**src/rtl/lc3b_types.sv**
```systemverilog
// Shared LC-3b types for the L2 upstream interface: word/line typedefs and arbiter enums.
package lc3b_types;

   typedef logic [15:0]  lc3b_word;
   typedef logic [127:0] lc3b_line;

   typedef enum logic [1:0] {
      IDLE,
      SERVE_I,
      SERVE_D,
      GAP
   } l2_arb_state_t;

   typedef enum logic {
      GRANT_I,
      GRANT_D
   } l2_arb_grant_t;

endpackage

```
**src/rtl/l2_arb_latch.sv**
```systemverilog
// Capture register for the granted transaction: address, op and write-back line.
module l2_arb_latch #(
   parameter int unsigned ADDR_W = 16,
   parameter int unsigned LINE_W = 128
) (
   input  logic              clk,
   input  logic              reset,
   input  logic              load,
   input  logic              load_wdata,
   input  logic [ADDR_W-1:0] new_address,
   input  logic [LINE_W-1:0] new_wdata,
   input  logic              new_write,
   output logic [ADDR_W-1:0] address,
   output logic [LINE_W-1:0] wdata,
   output logic              write
);

   always_ff @(posedge clk or negedge reset) begin
      if (!reset) begin
         address <= '0;
         wdata   <= '0;
         write   <= 1'b0;
      end else begin
         if (load) begin
            address <= new_address;
            write   <= new_write;
         end
         // wdata only moves on a D-cache grant; I-cache reads leave it alone
         if (load_wdata) begin
            wdata <= new_wdata;
         end
      end
   end

endmodule

```
**src/rtl/l2_arbiter.sv**
```systemverilog
// Merges I-cache and D-cache line requests onto the single l2_cache mem port,
// one transaction at a time, returning the response only to the granted side.
module l2_arbiter
   import lc3b_types::*;
#(
   parameter int unsigned ADDR_W      = $bits(lc3b_word),
   parameter int unsigned LINE_W      = $bits(lc3b_line),
   parameter bit          ROUND_ROBIN = 1'b1
) (
   input  logic              clk,
   input  logic              reset,
   input  logic              i_read,
   input  logic [ADDR_W-1:0] i_address,
   output logic              i_resp,
   output logic [LINE_W-1:0] i_rdata,
   input  logic              d_read,
   input  logic              d_write,
   input  logic [ADDR_W-1:0] d_address,
   input  logic [LINE_W-1:0] d_wdata,
   output logic              d_resp,
   output logic [LINE_W-1:0] d_rdata,
   output logic              l2_read,
   output logic              l2_write,
   output logic [ADDR_W-1:0] l2_address,
   output logic [LINE_W-1:0] l2_wdata,
   input  logic              l2_resp,
   input  logic [LINE_W-1:0] l2_rdata
);

   l2_arb_state_t state, next_state;
   l2_arb_grant_t last_grant, next_grant;

   logic i_req, d_req;
   logic grant, grant_d;
   logic serving, op_write;

   assign i_req = i_read;
   assign d_req = d_read | d_write;

   always_ff @(posedge clk or negedge reset) begin
      if (!reset) begin
         state      <= IDLE;
         last_grant <= GRANT_I;
      end else begin
         state      <= next_state;
         last_grant <= next_grant;
      end
   end

   always_comb begin
      next_state = state;
      next_grant = last_grant;
      grant      = 1'b0;
      grant_d    = 1'b0;
      case (state)
         IDLE: begin
            if (i_req || d_req) begin
               grant = 1'b1;
               if (i_req && d_req) begin
                  grant_d = ROUND_ROBIN ? (last_grant == GRANT_I) : 1'b1;
               end else begin
                  grant_d = d_req;
               end
               next_state = grant_d ? SERVE_D : SERVE_I;
               next_grant = grant_d ? GRANT_D : GRANT_I;
            end
         end
         SERVE_I, SERVE_D: begin
            if (l2_resp) begin
               next_state = GAP;
            end
         end
         GAP:     next_state = IDLE;
         default: next_state = IDLE;
      endcase
   end

   // Write beats read when a D-cache request illegally raises both.
   l2_arb_latch #(
      .ADDR_W (ADDR_W),
      .LINE_W (LINE_W)
   ) u_latch (
      .clk         (clk),
      .reset       (reset),
      .load        (grant),
      .load_wdata  (grant & grant_d),
      .new_address (grant_d ? d_address : i_address),
      .new_wdata   (d_wdata),
      .new_write   (grant_d & d_write),
      .address     (l2_address),
      .wdata       (l2_wdata),
      .write       (op_write)
   );

   assign serving  = (state == SERVE_I) || (state == SERVE_D);
   assign l2_read  = serving & ~op_write;
   assign l2_write = serving & op_write;

   assign i_resp  = (state == SERVE_I) & l2_resp;
   assign d_resp  = (state == SERVE_D) & l2_resp;
   assign i_rdata = i_resp ? l2_rdata : '0;
   assign d_rdata = d_resp ? l2_rdata : '0;

endmodule

```
**config.mk**
```make
export PLATFORM = sky130hd
export DESIGN_NAME = l2_arbiter
export DESIGN_NICKNAME = d
export VERILOG_FILES = /design/src/rtl/lc3b_types.sv /design/src/rtl/l2_arb_latch.sv /design/src/rtl/l2_arbiter.sv
export SDC_FILE = /design/constraint.sdc
export NUM_CORES = 1
export LEC_CHECK = 0
export ABC_AREA = 1
export CORE_AREA = 2 2 270 272
export CTS_CLUSTER_DIAMETER = 120
export DETAILED_ROUTE_END_ITERATION = 16
export DIE_AREA = 0 0 272 274
export GPL_ROUTABILITY_DRIVEN = 0
export PLACE_DENSITY = 0.42
export REMOVE_ABC_BUFFERS = 1
export SLEW_MARGIN = 20
export SYNTH_ARGS = -nofsm -noshare
export SYNTH_HDL_FRONTEND = slang
export SYNTH_SLANG_ARGS = --single-unit
export TNS_END_PERCENT = 50
```
**constraint.sdc**
```tcl
create_clock -name clk -period 1.7 [get_ports clk]
set_input_delay 0.34 -clock clk [delete_from_list [all_inputs] [get_ports clk]]
set_output_delay 0.34 -clock clk [all_outputs]
set_load 0.01 [all_outputs]
```
# [After elaboration in Yosys (flattened, before gate mapping)]
# Cells that the tools add are included.
[classes] n_addsub=0 multipliers=0 div=0 n_lt_le_gt_ge=0 eq_ne=5 shift=0 mux=15 n_bitwise=9 reduce_logical=7
[ops] cell="$mux 128" count=2
[ops] cell="$mux 16" count=1
[ops] cell="$mux 1" count=8
[ops] cell="$and 1x1->1" count=6
[ops] cell="$mux 2" count=3
[ops] cell="$pmux 2 s3" count=1
[ops] cell="$eq 2x2->1 const B" count=2
[ops] cell="$ne 2x2->1 const B" count=2
[ops] cell="$reduce_and 2->1" count=2
[ops] cell="$eq 2x1->1 const B" count=1
[ops] cell="$logic_not 2->1" count=1
[ops] cell="$logic_or 1x1->1" count=2
[ops] cell="$not 1->1" count=2
[ops] cell="$reduce_or 2->1" count=1
[ops] cell="$logic_and 1x1->1" count=1
[ops] cell="$or 1x1->1" count=1
[totals] ff_bits=148 latch_bits=0 ram_bits=0 rom_bits=0 input_bits=294 out_inout_bits=404 elab_cells=41 mem_count=0

# [Logic depth before layout (Yosys ltp)]
[logic_depth] depth_word=8 ltp_mapped=8 mapped_depth_nobuf=8

# [Modules after synthesis]
# Synthesis repeated with hierarchy kept, for this count alone.
[unflattened] hier_cells=1120 area_unflattened_um2=7668.6
[by_module_without_submodules] mod="l2_arb_latch" n_inst=1 cells_each=613 area_each_um2=5597.9 seq_area_each_um2=3628.5
[by_module_without_submodules] mod="l2_arbiter" n_inst=1 cells_each=507 area_each_um2=2070.7 seq_area_each_um2=75.1

# [Worst setup path after synthesis]
# Ideal clock, no wire load.
[synth_path] kind="register to output" start="register state[0]" end="output d_resp" t_arrival_ns=1.240 required_time_ns=1.360 setup_slack_ns=0.120 path_stages_with_launch=7 n_path_buf=2 path_cell_list="dfrtp_1 -> inv_1 -> ha_1 -> nand2_1 -> buf_2 -> buf_1 -> inv_1"
[synth_via] elab_chain_cells=2
[synth_lines] item="start, declared" line="l2_arbiter.sv:30" source="l2_arb_state_t state, next_state;"
[synth_lines] item="start signal, assigned" line="l2_arbiter.sv:45" source="state <= next_state;"
[synth_lines] item="$eq 2x2->1" line="l2_arbiter.sv:100" source="assign d_resp = (state == SERVE_D) & l2_resp;"
[synth_lines] item="$and 1x1->1" line="l2_arbiter.sv:100"
[synth_lines] item="end, declared" line="l2_arbiter.sv:20" source="output logic d_resp,"
# Every way passes these cells.

# [Worst setup path in the final report]
[layout_path] start="register state[1]" end="output i_rdata[42]"
[layout_via] elab_chain_cells=3
[layout_lines] item="$eq 2x1->1" line="l2_arbiter.sv:99" source="assign i_resp = (state == SERVE_I) & l2_resp;"
[layout_lines] item="$and 1x1->1" line="l2_arbiter.sv:99"
[layout_lines] item="$mux 128" line="l2_arbiter.sv:101" source="assign i_rdata = i_resp ? l2_rdata : '0;"
[layout_lines] item="end, declared" line="l2_arbiter.sv:15" source="output logic [LINE_W-1:0] i_rdata,"
# Every way passes these cells.

==> run summary <==
DRT iter0 DRCs - 393
row count - 99
overall routed net length - 66.5 mm
CTS tree - yes
Final period util - 142%
Crit Path Max Fanout - 8
residual DRC count - 0
remaining global-route overflow - 0
Post-Syn Area - 7590 µm²
post-synthesis mux area share - 0%
Worst R2R Start - state[1]
final std cells w/o fill - 3006
main combinational cell family by area after synthesis - simple AND/OR/NAND/NOR gates
Synth Register Bits - 148
synth-to-layout area growth - 161%
Hold Vio Cnt, Final - 0
Final setup viols - 380
CP required - 1360 ps
number of global-route vias before repair - 10904
dpl cells - 2837
Setup CP Type - register to output port
post-synthesis average cell area - 6.69 µm²
Pleak - 9.78 nW
antenna violations before repair - 46
share of cells above drive strength 1 - 34.9%
Hold Path Class - input pin to async pin
Cells after Synth - 1134
Compound-Gate Fraction of Synth Area - 0.297%
Clk Latency, worst-skew pair - 440 ps
die width - 272 µm
Longest Clk Path Bufs - 2
RSZ-0062 raised after global routing - true
All-Layer GR Usage - 16.9%
CTS sink count - 148
slew margin rel. - 57.0%
pre-CTS setup slack - -908 ps
final critical-path required period - 2410 ps
Post-Synth Simple-Gate Area - 37.4%
number of routed nets with antenna violations - 0
worst hold margin - 287 ps
Num CTS Buffers - 17
Fmax - 415 MHz
clk slew on worst S/H paths - 70 ps
fin util - 27.5%
post-synthesis xor/xnor area fraction - 0%
CORE AREA - 72000 µm²
CP Launch Point - state[1]
Port Buffer Count - 697
Avg WL per Cell - 22.1 µm
# IOs - 698
count of cell types in the netlist - 19
Root Buffer - clkbuf_16
Final WS setup - -709 ps
vias per inst - 3.56
actual slew at the worst max-slew pin - 645 ps
Worst setup SP type - register
PD cells - 1370 nW/µm²
Slew Limit Fails - 0
failing checks - setup timing
max-cap viol count - 0
crit path capture type - output port
global-route wire length before repair - 86.5 mm
Initial Util - 10.5%
R2R depth - 12
die area - 74500 µm²
hpwl dp - 54.4 mm
DRT Pass-1 Iters - 4
fillers - 7741
via count - 10688
status - finished, violations left
Seq/Total Area, Yosys - 48.8%
critical path arrival - 2070 ps
largest net degree at the start of global routing - 58
H-tree levels - 4
Synth Area in Adders - 0.495%
VDD IR max - 0.712 mV
Yosys warnings - 0
die height - 274 µm
nets@finish - 2300
skew final - 8.46 ps
## cell usage after synthesis
cell,instances,area share [%]
or2_2,1,0.082
buf_6,3,0.45
nand3_2,1,0.13
inv_1,172,8.5
dfrtp_1,148,49
nand2_2,1,0.082
clkbuf_1,4,0.20
inv_2,1,0.049
a21oi_2,1,0.12
buf_1,2,0.099
buf_2,42,2.8
nand3_1,17,1.1
buf_4,10,0.99
o21ai_0,1,0.066
nor2_1,258,13
o21ai_2,1,0.12
nor2_2,1,0.082
nand2_1,467,23
ha_1,3,0.49
## worst paths after layout
check                                         end  slack [ps]
worst max-delay path                  i_rdata[42]        -710
worst min-delay path            u_latch.wdata[98]         290
worst max register to register           state[0]        -140
worst min register to register         last_grant         470
max in group asynchronous              last_grant         800
min in group clk                u_latch.wdata[95]         420
## metrics by stage
stage          area [µm²]  total power [W]  setup TNS (ps)
2_1_floorplan        7250           0.0111         -715700
3_3_place_gp        16700           0.0205         -179780
3_5_place_dp        16700           0.0205         -182300
4_1_cts             18200           0.0261         -170090
5_1_grt             19800           0.0290         -187740
6_report            19800           0.0272         -139190
## worst max-delay path, stage by stage, from the launching register on
cell and delay (ps):
dfrtp_1 410, inv_2 90, ha_4 160, nand2_8 110, buf_12 220, buf_12 140
buf_12 130, buf_6 110, nor2_4 110, buf_6 110
## placed cells by master, fill, tap and decap left out, types with 2 or more instances in the layout
cell	n
clkdlybuf4s15_2	3
buf_16	8
buf_8	12
inv_1	168
nand2_8	3
buf_12	57
dfrtp_1	148
ha_4	3
clkinv_4	3
clkinvlp_4	2
clkbuf_16	21
dlymetal6s2s_1	8
buf_2	87
buf_4	106
inv_6	4
clkbuf_1	2
nand3_1	17
dlygate4sd2_1	2
diode_2	32
inv_2	3
inv_4	2
clkbuf_2	9
clkdlybuf4s15_1	2
nor2_2	47
nor2_1	68
nand2_1	465
buf_6	182
clkdlybuf4s50_1	429
nor2_4	144
## area by class of cell
type	instances	area, µm²	share of cell area [%]
antenna	32	80.1	0.404
clock buffer	19	433	2.18
clock inverter	12	123	0.618
inverter	173	654	3.30
multi-input combinational	753	4190	21.1
sequential	148	3700	18.7
tap	959	1200	6.05
timing repair buffer	910	9440	47.6
## per-layer routing
layer	track usage [%]	share of wire, %	up-vias
li1	-	-	5008
met1	15.2	32	4963
met2	32.1	53	574
met3	5.44	7.7	143
met4	11.5	7.4	0
met5	0	0	-
## state kept, by name, summed over array words and instances (netlist names)
| register | flops |
|---|---|
| u_latch.address | 16 |
| state | 2 |
| last_grant | 1 |
| u_latch.write | 1 |
| u_latch.wdata | 128 |
## logic make-up (layout without fill, tap and decap cells)
group                      Yosys count  after routing
and+or+nand+nor                    746            747
buffers and inverters              234           1114
DFF                                148            148
adders and majority gates            3              3
AOI/OAI and AO/OA                    3              3
other                                0             32
## where the power goes
group	switching [W]	internal, W
logic	0.00832	0.00887
clock network	0.00174	0.00204
registers	0.000978	0.00523
## what timing repair did
action,4_1_cts,5_1_grt
hold buffers,1,0
gates cloned,12,4
pin swaps,18,40
buffers inserted,59,45
endpoints found under the setup margin,476,471
gates resized for setup,905,535
endpoints found under the hold margin,36,0
Power figures use the tool's default switching activity.
==> edit 1 (same flow settings) <==
Set the parameter `ROUND_ROBIN` to 1'b0 (it was 1'b1).
--- a/src/rtl/l2_arbiter.sv
+++ b/src/rtl/l2_arbiter.sv
@@ -6,5 +6,5 @@
    parameter int unsigned ADDR_W      = $bits(lc3b_word),
    parameter int unsigned LINE_W      = $bits(lc3b_line),
-   parameter bit          ROUND_ROBIN = 1'b1
+   parameter bit          ROUND_ROBIN = 1'b0
 ) (
    input  logic              clk,
Check against the original RTL: no difference found for any inputs over 4 cycles, from zero or initial values and one cycle with reset low; that may be too few to reach the edited logic, so the function may still have changed.
==> edit 1 against the unedited design <==
Largest cell class unchanged. Maximum frequency increased by 0.62%. Sequential cell count shrank 1. Setup slack improved by 0.015 ns. First-iteration DRC count is 11% lower. Clock skew up 0.0050 ns. The run still ends with negative setup slack left. Cell count shrank 1.2%. Critical path type unchanged. Total power rose by 5.1%. Critical endpoint is now i_rdata[40]. Routed wire length decreased by 2.1%. Die area is the same. Synthesized area shrank 0.69%. Largest power group unchanged. Register-to-register slack worse by 0.27 ns. Highest routed layer is now met5. Design area grew 0.98%.
==> edit 1: results (changes against the unedited design) <==
[placed_design]
placedCellCount=2825  ; -0.42%
dpl_cell_area_um2=16800  ; +0.39%

[global_routing]
grt_use_total_pct=15.5  ; -1.4 points
grt_pass1_vias=10500  ; -4.2%
antenna_found_initial=32  ; -30%
grt_max_degree=41  ; -29%
grt_pass1_wl_um=80700  ; -6.7%

[power]
max-vdd-ir-drop_mv=0.760  ; +6.7%
power_leakage_nw=9.96  ; +1.9%

[final_layout]
drive_above_1_share_pct=38.3  ; +3.4 points
num-fill-cells=7745  ; +0.052%
nets=2286  ; -0.61%
fin_util_pct=27.8  ; +0.27 points

[run_status]
violations=negative setup slack
outcome=complete, but fails checks

[worst_setup_path]
reg2reg_to=u_latch.wdata[44]
r2r_cells=14  ; +2
cp_max_fo=7  ; -1

[drt]
routed_wl_um=65100  ; -2.1%
dr.first_iter.drc_count=350  ; -11%
vias_per_cell=3.60  ; +1.2%
via_count=10700  ; +0.065%

[sta]
holdWs_ns=0.355  ; +0.0682 ns
tns_ns=-184.40  ; -45.20 ns
worst_pin_slew_ns=0.430  ; -0.214 ns
fin_ws_ns=-0.694  ; +0.0149 ns
setup_violations=438  ; +15%

[cts]
cts-root-buf=clkbuf_16

[synthesis]
synth.distinct_cells=17  ; -2
synthTopCellsByArea=dfrtp_1 49%, nand2_1 22%, nor2_1 13%, inv_1 7.6%, buf_2 2.5%

[edit 1: cell count changes in the layout (fill, tap and decap cells not counted), moves of 11 or more]
| cell | unedited run | this run |
|---|---|---|
| nand2_1 | 465 | 368 |
| buf_6 | 182 | 127 |
| nand2_2 | 1 | 45 |
| nand2_4 | 0 | 34 |
| buf_2 | 87 | 119 |
| nor2_4 | 144 | 112 |
| nor2_1 | 68 | 97 |
| diode_2 | 32 | 10 |
| inv_1 | 168 | 149 |
| clkbuf_16 | 21 | 37 |
| buf_4 | 106 | 117 |
[edit 1: how the worst max path moves through the flow]
| stage | from | endpoint | slack, ns | cells after the start |
|---|---|---|---|---|
| finish | state[1] | i_rdata[40] | -0.69 | 10 |
| global route | state[1] | i_rdata[40] | -0.77 | 10 |
| global placement | l2_resp | d_rdata[17] | -0.80 | 6 |
| detailed placement | l2_resp | d_rdata[17] | -0.79 | 6 |
| floorplan | d_write | u_latch.wdata[0] | -7.69 | 4 |
| CTS | state[0] | d_rdata[53] | -0.82 | 7 |
[edit 1: logic make-up after synthesis]
| kind of cell | Yosys count | share of synthesized area, % |
|---|---|---|
| buffers and inverters | 215 | 12.6 |
| AND/OR/NAND/NOR | 743 | 37.9 |
| AO/OA/AOI/OAI | 2 | 0.183 |
| flip-flops | 147 | 48.8 |
| adder cells (fa/ha/maj) | 3 | 0.498 |
[edit 1: worst register-to-register path, stage by stage (launching register included)]
cell and delay (ns):
dfrtp_1 0.38, inv_2 0.06, buf_4 0.13, buf_4 0.12, buf_4 0.12, buf_4 0.12, buf_4 0.13, ha_4 0.17
o21ai_4 0.08, buf_12 0.17, inv_16 0.07, buf_16 0.15, clkbuf_16 0.21, nand2_4 0.07, nand2_2 0.04
[edit 1: area by class of cell]
cell class	instances	area (µm²)	area share, %
Inverter	153	591	2.95
Clock inverter	14	139	0.694
Multi-Input combinational cell	748	4320	21.6
Sequential cell	147	3680	18.4
Clock buffer	18	429	2.14
Tap cell	959	1200	5.99
Antenna cell	10	25.0	0.125
Timing Repair Buffer	922	9640	48.1
[edit 1: repair_timing]
action                     4_1_cts  5_1_grt
pin swaps                        2       26
gates cloned                     8       27
hold endpoints to repair        22        0
buffers inserted                22       56
resized for setup              546      936
hold buffers                     1        0
setup endpoints to repair      527      550
[edit 1: power breakdown]
group / internal, mW / switching (mW) / total, mW
logic: 9.69 / 8.83 / 18.5
registers: 5.20 / 0.997 / 6.20
clock network: 1.95 / 1.89 / 3.84
[edit 1: routing by layer]
metal	up-vias	GRT usage, %	part of all wire (%)
met5	-	0	0.058
met4	6	9.09	6.4
met3	130	4.73	7.2
met2	542	29.7	53
met1	5059	14.5	33
li1	4958	-	-
==> edit 2 (config.mk and constraints unchanged) <==
Made on the original files. Put a register stage on the output `i_rdata`, with the module's reset. The value now appears one clock later. The other outputs are not delayed to match.
--- a/src/rtl/l2_arbiter.sv
+++ b/src/rtl/l2_arbiter.sv
@@ -99,5 +99,11 @@
    assign i_resp  = (state == SERVE_I) & l2_resp;
    assign d_resp  = (state == SERVE_D) & l2_resp;
-   assign i_rdata = i_resp ? l2_rdata : '0;
+   always_ff @(posedge clk or negedge reset) begin
+      if (!reset) begin
+         i_rdata <= '0;
+      end else begin
+         i_rdata <= i_resp ? l2_rdata : '0;
+      end
+   end
    assign d_rdata = d_resp ? l2_rdata : '0;
 
Behaviour: not the same (Yosys sat finds a counterexample within 4 cycles, from zero or initial values and one cycle with reset low).
==> edit 2 against the unedited design <==
The flow still finishes with violations (negative setup slack). Register-to-register slack better by 0.09 ns. Design area up 9.1%. Via count up 3.9%. Clock skew down 0.00052 ns. Global-route usage down 3.6 points. Largest cell class unchanged. Die area unchanged. Core utilization up 2.5 points. Setup slack worse by 0.12 ns. Total power up 15%. Synthesized area up 42%. Sequential cell count up 128. Routed wire length down 22%. Critical path depth down 3.
==> edit 2: results (changes against the unedited design) <==
[placed_design]
pre_cts_ws_ns=-0.651  ; +0.257 ns
placedCellCount=3039  ; +7.1%
hpwl_um=40500  ; -26%
dpl_cell_area_um2=20300  ; +22%

[global_routing]
grt_pass1_wl_um=74600  ; -14%
antenna_found_initial=4  ; -91%
grt_pass1_vias=11700  ; +7.0%
grt_max_degree=48  ; -17%
grt_use_total_pct=13.3  ; -3.6 points

[final_layout]
drive_above_1_share_pct=18.2  ; -17 points
biggestRegsByFlops=i_rdata: 128 flops, u_latch.wdata: 128 flops, u_latch.address: 16 flops
nets=2433  ; +5.8%
num-fill-cells=7528  ; -2.8%

[sta]
finClkSkew_ns=0.00794  ; -0.000517 ns
tns_ns=-82.34  ; +56.85 ns
fin_ws_ns=-0.833  ; -0.125 ns
slew_headroom_pct=66.4  ; +9.4 points
holdWs_ns=0.349  ; +0.0625 ns
setup_violations=407  ; +7.1%

[worst_setup_path]
r2r_cells=9  ; -3
cp_max_fo=17  ; +9
rrSetupSlack_ns=-0.05  ; +0.09 ns
critPathMaxStageDelay_ns=0.56  ; +0.15 ns
crit_arrival_ns=2.19  ; +0.12 ns
r2r_start=state[0]
critPathSlowestCell=clkdlybuf4s50_1

[cts]
numCtsBuffers=35  ; +18
ctsLongestPathBuffers=3  ; +1
clock_latency_ns=0.53  ; +0.09 ns
htree_levels=2  ; -2

[hold_path]
hp-start=d_wdata[46]
min_path_type=input pin to register
hold_path_depth=3

[synthesis]
synth_cells=1259  ; +11%
synth.distinct_cells=17  ; -2
yosysSeqAreaShare_pct=64.2  ; +15 points
synthTopCellsByArea=dfrtp_1 64%, nand2_1 16%, nor2_1 9.0%, inv_1 6.0%, buf_2 2.2%
yosys-top-cells-count=464 x nand2_1, 276 x dfrtp_1, 258 x nor2_1, 171 x inv_1, 47 x buf_2

[power]
max-vdd-ir-drop_mv=0.734  ; +3.0%
power_leakage_nw=11.5  ; +18%
switching_share_pct=34.5  ; -6.1 points

[drt]
dr.first_iter.drc_count=504  ; +28%
wl_per_cell_um=16.6  ; -25%
via_count=11100  ; +3.9%
routed_wl_um=51900  ; -22%

[run_status]
violations=negative setup slack
outcome=complete, but fails checks

==> edit 2: cell families after synthesis <==
family | count (synthesis) | share of synthesized area, %
buffers and inverters | 233 | 8.92
AND/OR/NAND/NOR | 743 | 26.2
adder cells (fa/ha/maj) | 3 | 0.349
AO/OA/AOI/OAI | 4 | 0.256
flip-flops | 276 | 64.2
==> edit 2: path summary, 6_finish.rpt <==
check,endpoint
max,d_rdata[28]
max reg2reg,u_latch.wdata[105]
min reg2reg,u_latch.wdata[115]
min in group asynchronous,u_latch.wdata[76]
max in group asynchronous,u_latch.wdata[81]
min,u_latch.wdata[46]
==> edit 2: repair_timing <==
action                                  CTS  global route
hold buffers                              1             0
endpoints found under the hold margin    27             0
endpoints found under the setup margin  406           520
cloned                                    1             2
resized for setup                       190           222
buffers inserted                          9             6
pin swaps                                 3             0
==> edit 2: area by class of cell <==
cell class	count	area, µm²	area share (%)
Clock buffer	51	1050	4.85
Antenna cell	4	10.0	0.0463
Inverter	172	648	3.00
Sequential cell	276	6910	31.9
Tap cell	959	1200	5.55
Multi-Input combinational cell	750	3090	14.3
Timing Repair Buffer	901	8620	39.9
Clock inverter	8	90.1	0.417
==> edit 2: layer usage <==
layer | vias to the layer above | part of all wire (%) | GRT usage, %
li1 | 5371 | - | -
met1 | 5174 | 38 | 14.7
met2 | 491 | 49 | 23.1
met3 | 73 | 10 | 5.39
met4 | 0 | 3.0 | 4.55
met5 | - | 0 | 0
==> edit 2: power groups by stage <==
stage | combinational [mW] | sequential [mW] | clock (mW)
after floorplan | 3.94 | 10.8 | 0
after global placement | 14.0 | 9.79 | 0
after detailed placement | 14.0 | 9.85 | 0
after CTS | 14.2 | 9.78 | 7.77
after global routing | 15.3 | 10.0 | 8.00
final | 14.0 | 9.76 | 7.43
